<file path="config.mk">
export PLATFORM = sky130hd
export DESIGN_NAME = ram_ctrl_gen2
export DESIGN_NICKNAME = d
export VERILOG_FILES = /design/src/rtl/ram_ctrl_gen2.sv
export SDC_FILE = /design/constraint.sdc
export NUM_CORES = 1
export LEC_CHECK = 0
export ABC_AREA = 1
export BUFFER_PORTS_ARGS = -buffer_cell sky130_fd_sc_hd__clkbuf_2
export CORE_UTILIZATION = 58
export CTS_CLUSTER_SIZE = 25
export DETAILED_ROUTE_END_ITERATION = 7
export HOLD_SLACK_MARGIN = 0.1
export PLACE_DENSITY = 0.86
export REMOVE_ABC_BUFFERS = 1
export SKIP_CTS_REPAIR_TIMING = 1
export SYNTH_ARGS = -nofsm -noshare
export SYNTH_HDL_FRONTEND = slang
export SYNTH_SLANG_ARGS = --single-unit
</file>
<file path="constraint.sdc">
create_clock -name clk -period 4.45 [get_ports clk]
set_clock_uncertainty 0.05 [all_clocks]
set_input_delay 1.1125 -clock clk [delete_from_list [all_inputs] [get_ports clk]]
set_output_delay 1.1125 -clock clk [all_outputs]
set_load 0.03 [all_outputs]
</file>
<file path="src/rtl/ram_ctrl_gen2.sv">
// RAM write controller: base/offset/interrupt address registers, a stack-address
// load path and a two-state IDLE/WRITE handshake towards the RAM.
module ram_ctrl_gen2 #(
  parameter int DW       = 16,
  parameter int AW       = 16,
  parameter int NREG     = 4,
  parameter int OFFW     = 8,
  parameter int OFFSHIFT = 5,
  localparam int SW      = (NREG > 1) ? $clog2(NREG) : 1
) (
  input  logic                 clk,
  input  logic                 rst,
  input  logic                 s,
  input  logic                 inter,
  input  logic [1:0]           mOper,
  input  logic [SW-1:0]        sel,
  input  logic [1:0]           sub,
  input  logic [DW-1:0]        edata,
  input  logic [NREG*DW-1:0]   sregs,
  input  logic [AW-1:0]        stackAddr,
  input  logic                 wStackAddr,
  input  logic                 mem_rdy,
  output logic [DW-1:0]        toRAM,
  output logic [AW-1:0]        RAMaddr,
  output logic                 w,
  output logic                 busy
);

  typedef enum logic {IDLE, WRITE} state_t;

  localparam logic [1:0] OP_RAM  = 2'd1;
  localparam logic [1:0] OP_URAM = 2'd2;
  localparam logic [1:0] OP_SAVE = 2'd3;

  state_t            state_q, state_d;
  logic [AW-1:0]     base_n, base_i, wr_addr;
  logic [OFFW-1:0]   offset;
  logic              off_en, ainc, inc_pend;
  logic [DW-1:0]     reg_word, operand;
  logic [AW-1:0]     op_addr, off_addr;
  logic              accept, addr_cmd, save_cmd, write_done;

  // Register-file read; an index beyond NREG falls through to zero.
  always_comb begin
    // NOTE: every combinational output gets a default first so no path leaves it unassigned (no latch).
    reg_word = '0;
    for (int k = 0; k < NREG; k++) begin
      if (int'(sel) == k) reg_word = sregs[k*DW +: DW];
    end
  end

  always_comb begin
    operand = '0;
    case (mOper)
      OP_RAM:  operand = edata;
      OP_URAM: operand = reg_word;
      default: operand = '0;
    endcase
  end

  assign op_addr    = AW'(operand);
  assign off_addr   = base_n + (AW'(offset) << OFFSHIFT);
  assign accept     = s && (state_q == IDLE);
  assign addr_cmd   = accept && ((mOper == OP_RAM) || (mOper == OP_URAM));
  assign save_cmd   = accept && (mOper == OP_SAVE);
  assign write_done = (state_q == WRITE) && mem_rdy;

  always_comb begin
    RAMaddr = base_n;
    if (state_q == WRITE)  RAMaddr = wr_addr;
    else if (wStackAddr)   RAMaddr = base_n;
    else if (inter)        RAMaddr = base_i;
    else if (off_en)       RAMaddr = off_addr;
  end

  assign w    = (state_q == WRITE);
  assign busy = (state_q == WRITE);

  always_ff @(posedge clk or negedge rst) begin
    // NOTE: sequential state uses non-blocking assignments so all registers update from pre-edge values.
    if (!rst) state_q <= IDLE;
    else      state_q <= state_d;
  end

  always_comb begin
    state_d = state_q;
    case (state_q)
      IDLE:    if (save_cmd)   state_d = WRITE;
      WRITE:   if (mem_rdy)    state_d = IDLE;
      default:                 state_d = IDLE;
    endcase
  end

  always_ff @(posedge clk or negedge rst) begin
    if (!rst) begin
      base_n   <= '0;
      base_i   <= '0;
      offset   <= '0;
      off_en   <= 1'b0;
      ainc     <= 1'b0;
      inc_pend <= 1'b0;
      wr_addr  <= '0;
      toRAM    <= '0;
    end else begin
      if (addr_cmd) begin
        if (inter) begin
          base_i <= op_addr;
        end else begin
          case (sub)
            2'd0: begin
              base_n <= op_addr;
              off_en <= (mOper == OP_URAM);
            end
            2'd1:    offset <= OFFW'(operand);
            2'd2:    offset <= OFFW'({operand, 2'b00});
            default: ainc   <= operand[0];
          endcase
        end
      end
      if (save_cmd) begin
        wr_addr  <= RAMaddr;
        toRAM    <= (edata != '0) ? edata : reg_word;
        inc_pend <= ainc && !inter;
      end
      if (write_done) begin
        toRAM <= '0;
        if (inc_pend) base_n <= base_n + 1'b1;
      end
      // Placed last: a stack load beats both a command and the auto-increment.
      if (wStackAddr) base_n <= stackAddr;
    end
  end

endmodule

</file>
==> impl_metrics.py <==
metrics = {
    "placed_design": {
        "dpl_cell_area_um2": 6205,
        "dp_hpwl_mm": 12.33,
        "post-place-ws_ns": 0.5885,
        "io_buffers": 141,
        "gp_congestion": 0.9474,
    },
    "power": {
        "clkPwrFrac_pct": 22.5,
        "combPwrFrac_pct": 34.3,
        "vdd_ir_drop_max_v": 0.0001341,
        "switchingPower_uw": 845.0,
        "intPower_uw": 1273,
        "p_seq_share_pct": 43.2,
        "powerDensity_nw_per_um2": 332.3,
        "sw_frac_of_total_pct": 39.91,
        "p_leak_uw": 0.003300,
    },
    "synthesis": {
        "synthTopCellsByCount": "nand2_1, dfrtp_1, o21ai_0",
        "synthArstFlopShare_pct": 100.0,
        "ys_seq_elements": 76,
        "synth_warnings": 0,
        "synthCells": 802,
        "yosysMostFrequentCell": "nand2_1",
        "synth.top_cell.area_share_pct": 34.71,
        "synth_cell_types": 43,
        "synth.area.top_cells": "dfrtp_1, nand2_1, o21ai_0",
        "synth_ff_type": "dfrtp_1",
        "syn_area_per_cell_um2": 6.832,
        "synth.yosys.seq_area_share_pct": 34.71,
        "synth_edf_count": 0,
        "yosys.area.top_type": "dfrtp_1",
        "syn_area_um2": 5479,
    },
    "clock_network": {
        "cts_sinks": 76,
        "clockBufferDepth": 2,
        "root_buffer": "clkbuf_8",
        "htree_levels": 3,
        "insertion_delay_ns": 0.36,
        "path_clk_slew_ns": 0.08,
        "cts_made_buffers": 9,
        "tritoncts": "done",
    },
    "run_status": {
        "failed_checks": "design-rule violations",
        "status": "finished, violations left",
    },
    "floorplanning": {
        "rows": 35,
        "core-area_um2": 9196,
        "start_util_pct": 59.58,
        "pin_count": 142,
        "die_h_um": 99.20,
        "floorplan.die_area_um2": 9840,
        "die_w_um": 99.20,
    },
    "final_layout": {
        "final_area_um2": 6372,
        "syn2layout_area_growth_pct": 16.31,
        "layout-drive-gt1-share_pct": 21.76,
        "n_fill_cell": 841,
        "final_util_pct": 69.29,
        "regArea_um2": 1902,
        "insertedDiodeCount": 0,
        "multi_input_area_um2": 3119,
        "finalNetCount": 1053,
    },
    "critical_path": {
        "r2r_end": "wr_addr[0]",
        "critPathLaunchType": "input port",
        "rr_worst_depth": 6,
        "crit_fanout": 10,
        "arrival_ns": 2.76,
        "cp.required_ns": 3.29,
        "r2r_slack_ns": 1.98,
        "path_class": "input port to primary output",
        "rr_startpoint": "busy",
        "end_kind": "primary output",
        "cp-startpoint": "wStackAddr",
    },
    "grt": {
        "track_usage_pct": 34.36,
        "grt_max_degree": 77,
        "antenna_found_initial": 0,
        "first_global_vias": 5646,
        "grt.overflow.total": 0,
        "grt_first_pass_wirelength_mm": 26.46,
    },
    "timing": {
        "fin_hold_ws_ns": 0.4385,
        "setup_viol": 0,
        "fin_ws_ns": 0.5243,
        "maxSlewViolCount": 0,
        "tightest_slew_ns": 0.9723,
        "tns_ns": 0,
        "timing.final.crit_period_ns": 3.926,
        "hold_viol_final": 0,
        "relSlewSlack_pct": 35.18,
        "fmax_mhz": 254.7,
        "fin_crit_sh_pct": 88.22,
        "rsz0062_at_grt": "false",
    },
    "detailed_routing": {
        "maxUsedRoutingLayer": "met4",
        "drt_wl_total_mm": 16.21,
        "remaining_drc_errors": 3,
        "ant_nets": 0,
        "dr.pass1.iters": 8,
        "met2_length_mm": 7.869,
        "vias": 6002,
        "routedWlPerCell_um": 15.53,
        "m1WireLength_mm": 6.399,
        "drt_iter0_markers": 372,
        "dr_wl_met3_mm": 1.344,
        "viasPerCell": 5.749,
    },
    "worst_hold_path": {
        "min_path_cells": 2,
        "min-delay-start": "wr_addr[8]",
        "min_to": "wr_addr[8]",
        "hp-class": "flop to flop",
    },
    "job": {
        "cap_viol_max_count": 0,
    },
}
-- power by group through the flow --
stage                     clock network [uW]  logic (uW)  registers [uW]
final                                    476         727             915
after global routing                     504         810             927
after CTS                                474         725             911
after detailed placement                   0         720             924
after global placement                     0         708             921
after floorplan                            0         441             943
-- area by class of cell --
class | instances | share of cell area [%]
clock buffers | 11 | 2.219
repair buffers | 146 | 11.70
flip-flops and latches | 76 | 29.84
clock inverters | 4 | 0.4123
multi-input cells | 617 | 48.95
inverters | 79 | 4.693
well taps | 111 | 2.179
-- worst max path at each step --
stage,endpoint,slack [ns],cells after the start
after detailed placement,RAMaddr[12],0.59,7
after global placement,RAMaddr[12],0.64,7
after global routing,RAMaddr[8],0.40,8
after floorplan,RAMaddr[12],0.86,5
final,RAMaddr[12],0.52,7
after CTS,RAMaddr[12],0.58,7
-- layer usage --
layer | vias to the layer above | track usage (%)
li1 | 2923 | -
met1 | 2726 | 42.99
met2 | 308 | 59.39
met3 | 45 | 4.568
met4 | 0 | 15.84
met5 | - | 0
-- metrics by stage --
stage                     instances  total power [uW]
after detailed placement       1029              1645
final                          1044              2118
after CTS                      1044              2110
after global placement         1029              1629
after global routing           1044              2241
after floorplan                 772              1384
-- placed cells by master (no fill, tap or decap), types with 13 or more instances in the layout --
master	Yosys	final
nand2_1	266	266
clkbuf_2	1	140
dfrtp_1	76	76
o21ai_0	72	72
inv_1	67	67
nand3_1	56	56
a21oi_1	44	44
nor2_1	39	39
o21ai_1	32	32
ha_1	15	15
o211ai_1	13	13
-- logic make-up (layout without fill, tap and decap cells) --
family | count (synthesis) | after routing | synth area share (%)
XOR/XNOR | 4 | 4 | 0.6393
adder cells (fa/ha/maj) | 16 | 16 | 3.791
AND/OR/NAND/NOR | 399 | 399 | 31.67
buffers and inverters | 109 | 240 | 8.358
flip-flops | 76 | 76 | 34.71
AO/OA/AOI/OAI | 198 | 198 | 20.83
-- sequential cells by signal, indices dropped and copies added (netlist names) --
register,count
base_i,16
base_n,16
toRAM,16
wr_addr,16
offset,8
ainc,1
busy,1
inc_pend,1
off_en,1
-- worst max-delay path: stages --
cell and delay, ns:
clkbuf_2 0.18, nor2_1 0.53, inv_1 0.25, a21oi_1 0.18, o21ai_0 0.12, a21boi_0 0.16, clkbuf_2 0.23
Note: power is estimated with default switching activity, not from simulation.
